`src/rtl/instr_fetch_stage.sv`:
```
// Fetch stage and IF/ID register feeding the control unit.
// Handles stall, branch redirect with flush, and HALT.
module instr_fetch_stage #(
  parameter int ADDR_W = 32,
  parameter logic [ADDR_W-1:0] RESET_PC = '0,
  parameter logic [5:0] HALT_OP = 6'b111111
) (
  input  logic              clk,
  input  logic              rst_n,
  input  logic              stall,
  input  logic              branch_taken,
  input  logic [ADDR_W-1:0] branch_target,
  output logic              imem_en,
  output logic [ADDR_W-1:0] imem_addr,
  input  logic [31:0]       imem_rdata,
  output logic [31:0]       instr,
  output logic [5:0]        OpCode,
  output logic [ADDR_W-1:0] pc_plus4,
  output logic              valid,
  output logic              halted
);

  typedef enum logic [1:0] {
    BOOT,
    RUN,
    STALL,
    HALT
  } state_t;

  typedef struct packed {
    logic [31:0]       instr;
    logic [ADDR_W-1:0] pc_plus4;
    logic              valid;
  } if_id_t;

  state_t            state;
  if_id_t            if_id;
  logic [ADDR_W-1:0] pc;
  logic [ADDR_W-1:0] pc_inc;
  logic [ADDR_W-1:0] redirect;
  logic              is_halt;

  assign pc_inc   = pc + ADDR_W'(4);
  assign redirect = branch_target & ~ADDR_W'(3);
  assign is_halt  = imem_rdata[31:26] == HALT_OP;

  always_ff @(posedge clk or negedge rst_n) begin
    if (!rst_n) begin
      state   <= BOOT;
      pc      <= RESET_PC;
      if_id   <= '0;
      imem_en <= 1'b0;
      halted  <= 1'b0;
    end else begin
      unique case (state)
        BOOT: begin
          state   <= RUN;
          imem_en <= 1'b1;
        end
        RUN: begin
          if (branch_taken) begin
            pc          <= redirect;
            if_id.instr <= '0;
            if_id.valid <= 1'b0;
          end else if (stall) begin
            state <= STALL;
          end else begin
            if_id.instr    <= imem_rdata;
            if_id.pc_plus4 <= pc_inc;
            if_id.valid    <= 1'b1;
            pc             <= pc_inc;
            if (is_halt) begin
              state   <= HALT;
              imem_en <= 1'b0;
              halted  <= 1'b1;
            end
          end
        end
        STALL: begin
          if (branch_taken) begin
            pc          <= redirect;
            if_id.instr <= '0;
            if_id.valid <= 1'b0;
            state       <= RUN;
          end else if (!stall) begin
            state <= RUN;
          end
        end
        HALT: begin
          // HALT word is shown for one cycle, then a bubble forever
          if_id.instr <= '0;
          if_id.valid <= 1'b0;
        end
        default: state <= BOOT;
      endcase
    end
  end

  assign imem_addr = pc;
  assign instr     = if_id.instr;
  assign OpCode    = if_id.instr[31:26];
  assign pc_plus4  = if_id.pc_plus4;
  assign valid     = if_id.valid;

endmodule
```
`config.mk`:
```
export PLATFORM = sky130hd
export DESIGN_NAME = instr_fetch_stage
export DESIGN_NICKNAME = d
export VERILOG_FILES = /design/src/rtl/instr_fetch_stage.sv
export SDC_FILE = /design/constraint.sdc
export NUM_CORES = 1
export LEC_CHECK = 0
export ABC_CLOCK_PERIOD_IN_PS = 2840
export BUFFER_PORTS_ARGS = -buffer_cell sky130_fd_sc_hd__clkbuf_2
export CORE_ASPECT_RATIO = 0.6
export CORE_UTILIZATION = 40
export CTS_CLUSTER_DIAMETER = 150
export DETAILED_ROUTE_END_ITERATION = 10
export PLACE_DENSITY = 0.71
export SETUP_SLACK_MARGIN = 0.5
export SYNTH_ARGS = -nofsm -noshare
export SYNTH_HDL_FRONTEND = slang
export SYNTH_SLANG_ARGS = --single-unit
```
`constraint.sdc`:
```
create_clock -name clk -period 2.84 [get_ports clk]
set_clock_uncertainty 0.1 [all_clocks]
set_input_delay 0.142 -clock clk [delete_from_list [all_inputs] [get_ports clk]]
set_output_delay 0.142 -clock clk [all_outputs]
set_load 0.02 [all_outputs]
```
==> metrics, run 1 <==
final hold vios 0; most common cell after layout, fill and taps aside clkbuf_2; CTS Sinks 97; slowest library cell on the worst path dfrtp_1; register area share after synthesis 0.523; Max Used Layer met4; Pleak 3.04 nW; Flop pwr share 0.406; Inserted Clock Buffers 9; Syn Inst Count 466; antenna violations before repair 0; Clock Latency Late Sink 0.35 ns; worst hold path class in -> reg; dominant cells by area after synthesis dfrtp_1 52%, a22o_1 6.0%, nand2_1 6.0%; Max clock buf depth 2; TNS Setup 0 ns; Max Slew Vio Count 0; initial core utilization 0.411; Worst Path Max Fanout 7; sw frac 0.423; Seq cells post-synth 97; CTS root buf clkbuf_16; first-pass GRT wire length 20.7 mm; die width 141 um; worst setup margin 0.657 ns; part of the power in combinational logic 0.375; CTS tree done; number of detailed-route iterations in the first pass 4; layout cells sized above 1 0.324; via count 4,280; met3 wire len 919 um; Worst-Margin Slew 0.843 ns; Avg Inst Size Synth 9.95 um^2; Yosys top cell area share 0.523; design area 6290 um^2; DR iter-0 viols 240; Setup Crit Path Kind reg -> reg; RSZ-0062 raised after global routing false; number of global-route vias before repair 3,966; Detailed Route WL 13.2 mm; Top-Level Pins 173; mux contribution to synthesized area 0.00216; Slew HR 0.438; reg2reg start imem_addr[3]; total grt overflow 0; critical path arrival 2.34 ns; Tot GR Track Use 0.224; Placer Congestion 0.810; M1 WL 6.21 mm; Critical Path Max Stage Delay 0.42 ns; Synth Area in Simple Gates 0.151; Max Fclk 458 MHz; maximum vdd drop 352 uV; internal power 0.00334 W; crit path time final 2.18 ns; CTS clk-pin slew, worst paths 0.07 ns; dpl ws 0.423 ns; H-Tree Depth 3; ANT nets after route 0; Crit. End Element register; die area 12,000 um^2; Synth cell types 47; drt wl/cell 16.1 um; IO buf count 166; clock share of power 0.219; Compound-Gate Fraction of Synth Area 0.220; Crit path required time 3.00 ns; status complete, no violations; max-cap violations 0; Met2 Wirelength 5.90 mm; largest area contributor in the synthesized netlist dfrtp_1; Setup violations, final 0; Power per Cell Area 921 nW/um^2; Die H 85.4 um; Placeable Area 11,300 um^2; Worst Hold Launch branch_target[10]; mapped cell area 4640 um^2; sw power 0.00245 W; critical path startpoint category register; XOR/XNOR Fraction of Synth Area 0.0529; final worst path period share 0.769; Layout Nets 722; P&R area growth vs syn 35.6%; highest-count cells in the layout ignoring fill and taps 165 x clkbuf_2, 96 x dfrtp_1, 74 x nand2_1, 43 x o21ai_0, 36 x dlygate4sd3_1; HPWL Detailed 8.91 mm; Min Hold Slack 0.0231 ns; Post-Synth Adder-Cell Area 0.00270; diode count 0; post-DR vias/cell 5.23; largest net degree at the start of global routing 65; Synth Warn # 0; Post-route DRC 0; Post-DP Area 5600 um^2; # rows 30; largest family of logic cells by synthesized area compound AO/OA/AOI/OAI gates; critical path startpoint imem_addr[3]; crit-path cells ha_2, nand4_2, nor4b_4, buf_4, nand4_1, a21oi_1, a2bb2oi_1
cells by family (layout without fill, tap and decap cells):
family                     Yosys count  count (layout)
adders and majority gates            1               1
muxes                                1               1
DFF                                 97              97
and+or+nand+nor                    141             141
AOI/OAI and AO/OA                  153             153
buffers and inverters               44             233
other                                1               4
xor gates and xnor gates            28              28
repair_timing:
item                                   in CTS  in global routing
pin swaps                                   1                  0
resized for setup                           0                  4
setup endpoints to repair                  12                 12
endpoints found under the hold margin      97                  0
setup buffers                               1                  0
hold buffers                               36                  0
stage by stage:
stage | util | total power [W] | instances
6_report | 0.556 | 0.00579 | 818
5_1_grt | 0.556 | 0.00616 | 818
4_1_cts | 0.555 | 0.00581 | 818
3_5_place_dp | 0.495 | 0.00450 | 765
3_3_place_gp | 0.495 | 0.00441 | 765
2_1_floorplan | - | 0.00365 | 469
routing by layer:
layer  vias up  global-route usage
met4         0              0.0632
met1      2050               0.319
met2       178               0.336
li1       2036                   -
met3        16              0.0559
met5         -                   0
critical path: cells and delay by family, from the launching register on:
kind | cells | cell delay, ns
buffers and inverters | 1 | 0.20
AOI/OAI and AO/OA | 2 | 0.38
adders and majority gates | 1 | 0.27
and+or+nand+nor | 3 | 0.74
DFF | 1 | 0.42
flip-flops by register name, indices dropped and copies added (netlist names):
name and cells:
halted 1, imem_addr 30, imem_en 1, instr 32, pc_plus4 30, state 2
valid 1
worst paths after layout:
check                                 to  slack [ns]  cells after the start
min                        imem_addr[10]        0.02                      3
max                        imem_addr[20]        0.66                      7
max reg2reg                imem_addr[20]        0.66                      7
min reg2reg                       halted        0.36                      1
min in group asynchronous      instr[25]        0.35                      2
max in group asynchronous       instr[3]        1.51                      3
cell usage after synthesis (all sizes together):
cell type / count
nor3b: 1
a22oi: 4
ha: 1
o311ai: 1
mux2i: 1
a21o: 2
nor4: 1
dfrtp: 97
a21oi: 27
nor3: 6
o2bb2a: 1
a2bb2oi: 15
nor4b: 1
a22o: 32
o2bb2ai: 1
a211oi: 1
nor2b: 3
or3: 2
nand3: 16
nand4: 8
conb: 1
nor2: 16
inv: 3
xor2: 21
and4: 4
xnor2: 7
o21ai: 44
nand2: 74
or2: 2
nand2b: 2
and2: 1
and3: 4
o21a: 1
buf: 18
clkbuf: 23
o22a: 1
o22ai: 20
a31oi: 3
area by class of cell:
class | instances | area, um^2
Clock buffer | 9 | 225
Tap cell | 160 | 200
Clock inverter | 7 | 83.8
Timing Repair Buffer | 214 | 1300
Fill cell | 999 | 5010
Sequential cell | 97 | 2430
Multi-Input combinational cell | 328 | 2040
Inverter | 3 | 11.3
power by group through the flow:
stage	clock, W	sequential, W	combinational, W
final	0.00127	0.00235	0.00217
after floorplan	0	0.00279	0.000867
after detailed placement	0	0.00237	0.00213
after CTS	0.00130	0.00234	0.00218
after global placement	0	0.00232	0.00209
after global routing	0.00136	0.00242	0.00237
(Power assumes the default switching activity.)
==> run 2: changes to the inputs <==
ABC_CLOCK_PERIOD_IN_PS = 2009   (was 2840)
clock period = 2.01 ns   (was 2.84 ns; I/O delays follow)
==> run 2 against run 1 <==
First-iteration DRC count is 36% higher. Utilization increased by 16 points. Cell count increased by 13%. Combinational power grew 120%. Power increased by 69%. Die area unchanged. Via count grew 18%. Non-clock buffer count up 106. Global-route usage up 3.7 points. Hold slack lost 0.0050 ns. Setup slack worse by 0.49 ns. Critical endpoint is now imem_addr[29]. Largest cell class is now buffers. Largest power group is now combinational cells.
==> metrics, run 2 (synthesis results as in run 1) <==
Critical Path Max Stage Delay 0.38 ns (was 0.42 ns); # rows 30 (unchanged); Max clock buf depth 2 (unchanged); number of global-route vias before repair 4,654 (was 3,966); max reg flops 32 (unchanged); CTS tree done (unchanged); dpl ws 0.0260 ns (was 0.423 ns); IO buf count 166 (unchanged); status complete, no violations (unchanged); slowest library cell on the worst path nor3_4 (was dfrtp_1); most common cell after layout, fill and taps aside clkbuf_2 (unchanged); post-DR vias/cell 5.43 (was 5.23); final hold vios 0 (unchanged); H-Tree Depth 3 (unchanged); crit-path cells nand4_1, nor3_4, and4_4, a31oi_1, o22a_1 (was ha_2, nand4_2, nor4b_4, buf_4, nand4_1, a21oi_1, a2bb2oi_1); Post-route DRC 0 (unchanged); worst setup margin 0.166 ns (was 0.657 ns); largest net degree at the start of global routing 55 (was 65); Placer Congestion 0.795 (was 0.810); ANT nets after route 0 (unchanged); CTS clk-pin slew, worst paths 0.07 ns (about the same); initial core utilization 0.411 (unchanged); layout cells sized above 1 0.514 (was 0.324); first-pass GRT wire length 24.1 mm (was 20.7 mm); total grt overflow 0 (unchanged); diode count 0 (unchanged); TNS Setup 0 ns (unchanged); critical path startpoint category register (unchanged); highest-count cells in the layout ignoring fill and taps 165 x clkbuf_2, 79 x dfrtp_1, 59 x dlygate4sd3_1, 58 x nand2_1, 54 x buf_4 (was 165 x clkbuf_2, 96 x dfrtp_1, 74 x nand2_1, 43 x o21ai_0, 36 x dlygate4sd3_1); Crit path required time 2.14 ns (was 3.00 ns); crit path time final 1.84 ns (was 2.18 ns); antenna violations before repair 0 (unchanged); die width 141 um (unchanged); final worst path period share 0.917 (was 0.769); HPWL Detailed 9.15 mm (was 8.91 mm); Detailed Route WL 18.2 mm (was 13.2 mm); CTS root buf clkbuf_16 (unchanged); Top reg by flops instr (unchanged); via count 5,031 (was 4,280); Inserted Clock Buffers 9 (unchanged); P&R area growth vs syn 75.1% (was 35.6%); drt wl/cell 19.6 um (was 16.1 um); reg2reg start imem_addr[19] (was imem_addr[3]); Power per Cell Area 1210 nW/um^2 (was 921 nW/um^2); RSZ-0062 raised after global routing true (was false); die area 12,000 um^2 (unchanged); Tot GR Track Use 0.261 (was 0.224); max-cap violations 0 (unchanged); Setup violations, final 0 (unchanged); Pleak 3.81 nW (was 3.04 nW); number of detailed-route iterations in the first pass 5 (was 4); Setup Crit Path Kind reg -> reg (unchanged); Crit. End Element register (unchanged); Worst Hold Launch branch_target[22] (was branch_target[10]); Worst Path Max Fanout 5 (was 7); Die H 85.4 um (unchanged); CTS Sinks 97 (unchanged); maximum vdd drop 715 uV (was 352 uV); Clock Latency Late Sink 0.35 ns (about the same); Top-Level Pins 173 (unchanged); critical path startpoint imem_addr[19] (was imem_addr[3]); Max Fclk 542 MHz (was 458 MHz); Layout Nets 831 (was 722); critical path arrival 1.98 ns (was 2.34 ns); DR iter-0 viols 326 (was 240); worst hold path class in -> reg (unchanged); Max Slew Vio Count 0 (unchanged); Placeable Area 11,300 um^2 (unchanged)
## run 2: through the flow
step / hold WS, ns / cell area [um^2] / instances / util / total power, W
final: 0.0181 / 8120 / 927 / 0.719 / 0.00979
after floorplan: -0.295 / 4810 / 469 / - / 0.00531
after detailed placement: -0.0750 / 5860 / 781 / 0.518 / 0.00664
after global placement: -0.0795 / 5860 / 781 / 0.518 / 0.00654
after CTS: 0.00600 / 7310 / 898 / 0.647 / 0.00908
after global routing: 0.0235 / 8120 / 927 / 0.719 / 0.0102
## run 2: timing repair
action,in CTS,in global routing
hold endpoints to repair,155,0
setup buffers,37,14
pin swaps,22,62
hold buffers,59,0
cloned,5,15
setup endpoints to repair,93,94
resized for setup,49,102
## run 2: power by group
| part | switching, W | internal, W | leakage [nW] |
|---|---|---|---|
| clock | 0.000816 | 0.000976 | 0.146 |
| combinational | 0.00274 | 0.00207 | 2.47 |
| sequential | 0.000590 | 0.00260 | 1.19 |
## run 2: final timing paths
check / to / slack (ns) / cells past startpoint
max in group asynchronous: imem_addr[17] / 1.08 / 3
min: imem_addr[22] / 0.02 / 3
min in group asynchronous: instr[8] / 0.08 / 2
min reg2reg: halted / 0.37 / 1
max reg2reg: imem_addr[29] / 0.17 / 5
max: imem_addr[29] / 0.17 / 5
## run 2: cell type report
type	instances	area, um^2
repair buffers	320	2590
flip-flops and latches	97	2450
multi-input cells	331	2560
well taps	160	200
inverters	3	11.3
fillers	791	3180
clock buffers	9	225
clock inverters	7	81.3
## run 2: per-layer routing
layer	global-route usage	vias to the layer above	routed length (um)
met2	0.409	228	8250
met3	0.0485	35	1330
li1	-	2267	-
met4	0.0919	0	353
met5	0	-	0
met1	0.363	2501	8220
## run 2: critical path, delay by kind of cell, from the launching register on
kind	cells	cell delay, ns
and+or+nand+nor	3	0.94
DFF	1	0.36
AOI/OAI and AO/OA	2	0.31
==> run 3: changes to the inputs <==
BUFFER_PORTS_ARGS = -buffer_cell sky130_fd_sc_hd__buf_2   (was -buffer_cell sky130_fd_sc_hd__clkbuf_2)
==> run 3 against run 2 <==
The flow now finishes with violations (negative hold slack). Clock power grew 7%. Fmax down 4.9%. Critical path depth increased by 2. Count of clock-buffer cells in the layout up 2. Critical path type unchanged. Critical endpoint is now imem_addr[31]. Largest cell class is now multi-input gates. Largest power group unchanged.
==> metrics, run 3 (synthesis results as in run 1) <==
status finished, violations left (was complete, no violations); failing checks negative hold slack; Post-route DRC 0 (unchanged); TNS Setup 0 ns (unchanged); worst r2r dst imem_addr[31] (was imem_addr[29]); die area 12,000 um^2 (unchanged); Max clock buf depth 2 (unchanged); reg2reg start imem_addr[12] (was imem_addr[19]); Clock Latency Late Sink 0.34 ns (was 0.35 ns); DR iter-0 viols 304 (was 326); Min Hold Slack -0.0253 ns (was 0.0181 ns); RSZ-0062 raised after global routing true (unchanged); Layout fillers 769 (was 791); critical path startpoint category register (unchanged); initial core utilization 0.411 (unchanged); Setup violations, final 0 (unchanged); Setup Crit Path Kind reg -> reg (unchanged); Crit. End Element register (unchanged); first-pass GRT wire length 25.1 mm (was 24.1 mm); H-Tree Depth 3 (unchanged); diode count 0 (unchanged); P&R area growth vs syn 78.8% (was 75.1%); crit path to imem_addr[31] (was imem_addr[29]); max-cap violations 0 (unchanged); Slew HR 0.593; maximum vdd drop 627 uV (was 715 uV); die width 141 um (unchanged); Die H 85.4 um (unchanged); Top-Level Pins 173 (unchanged); CTS clk-pin slew, worst paths 0.07 ns (about the same); Layout Nets 829 (was 831); highest-count cells in the layout ignoring fill and taps 165 x buf_2, 77 x dfrtp_1, 61 x nand2_1, 54 x buf_4, 45 x dlygate4sd3_1 (was 165 x clkbuf_2, 79 x dfrtp_1, 59 x dlygate4sd3_1, 58 x nand2_1, 54 x buf_4); Placer Congestion 0.802 (was 0.795); final worst path period share 0.965 (was 0.917); final hold vios 3 (was 0); # rows 30 (unchanged); Crit path required time 2.17 ns (was 2.14 ns); CTS Sinks 97 (unchanged); R2R cell count 7 (was 5); critical path arrival 2.10 ns (was 1.98 ns); Max Fclk 516 MHz (was 542 MHz); Pleak 3.86 nW (was 3.81 nW); Power per Cell Area 1210 nW/um^2 (about the same); Worst Path Max Fanout 6 (was 5); CTS root buf clkbuf_16 (unchanged); IO buf count 166 (unchanged); antenna violations before repair 0 (unchanged); Placeable Area 11,300 um^2 (unchanged); number of global-route vias before repair 4,740 (was 4,654); worst hold path class in -> reg (unchanged); Worst Hold Launch branch_target[8] (was branch_target[22]); critical path startpoint imem_addr[12] (was imem_addr[19]); flop2flop setup slack 0.07 ns (was 0.17 ns); via count 5,132 (was 5,031); Max Slew Vio Count 0 (unchanged); max reg flops 32 (unchanged); CTS tree done (unchanged); ANT nets after route 0 (unchanged); drt wl/cell 20.0 um (was 19.6 um); Worst-Margin Slew 0.611 ns; Inserted Clock Buffers 9 (unchanged); largest net degree at the start of global routing 56 (was 55); Top reg by flops instr (unchanged); HPWL Detailed 9.21 mm (was 9.15 mm); number of detailed-route iterations in the first pass 5 (unchanged); layout cells sized above 1 0.546 (was 0.514); post-DR vias/cell 5.55 (was 5.43); crit path time final 1.94 ns (was 1.84 ns); most common cell after layout, fill and taps aside buf_2 (was clkbuf_2); total grt overflow 0 (unchanged); Detailed Route WL 18.5 mm (was 18.2 mm); Tot GR Track Use 0.273 (was 0.261)
run 3: cell types whose count changed in the layout (fill, tap and decap cells not counted), moves of 8 or more:
cell	before	now
dlygate4sd3_1	59	45
buf_6	16	28
o21ai_0	15	5
clkbuf_2	165	0
buf_2	0	165
o21ai_1	25	33
run 3: metrics by stage:
| stage | setup slack [ns] | cell area (um^2) | cells | utilization | power [W] |
|---|---|---|---|---|---|
| detailed placement | 0.0150 | 5830 | 779 | 0.516 | 0.00662 |
| finish | 0.0712 | 8290 | 925 | 0.734 | 0.0100 |
| global route | 0.00934 | 8290 | 925 | 0.734 | 0.0105 |
| floorplan | 0.108 | 4810 | 469 | - | 0.00531 |
| CTS | 0.160 | 7380 | 889 | 0.653 | 0.00917 |
| global placement | 0.0892 | 5830 | 779 | 0.516 | 0.00650 |
run 3: worst min-delay path by stage:
stage | endpoint | cells past startpoint
CTS | imem_addr[26] | 3
finish | imem_addr[8] | 3
global route | imem_addr[8] | 3
global placement | instr[2] | 1
detailed placement | instr[2] | 1
floorplan | halted | 0
run 3: power breakdown:
group          internal [W]  switching, W
logic               0.00211       0.00270
clock network       0.00116      0.000753
registers           0.00261      0.000689
run 3: layout make-up:
| class | instances | area, um^2 | share of cell area |
|---|---|---|---|
| clock inverter | 5 | 77.6 | 0.00935 |
| timing repair buffer | 319 | 2620 | 0.316 |
| inverter | 3 | 11.3 | 0.00136 |
| sequential | 97 | 2450 | 0.296 |
| tap | 160 | 200 | 0.0241 |
| clock buffer | 11 | 253 | 0.0305 |
| multi-input combinational | 330 | 2680 | 0.323 |
run 3: worst max-delay path, cell delays in order, from the launching register on:
cell and delay (ns):
dfrtp_2 0.47, nand2_1 0.22, nor4_4 0.19, buf_4 0.19, buf_12 0.12, nand4_1 0.18
a21oi_1 0.20, a2bb2oi_1 0.18
run 3: per-layer routing:
layer	routed length, um	vias to the layer above	GRT usage
met2	8670	245	0.425
li1	-	2276	-
met5	0	-	0
met3	1570	41	0.0598
met1	7990	2570	0.380
met4	285	0	0.0899
run 3: what timing repair did:
action	in CTS	in global routing
pin swaps	25	82
endpoints found under the setup margin	94	94
hold endpoints to repair	86	0
resized for setup	59	135
hold buffers	45	0
setup buffers	40	25
gates cloned	9	11
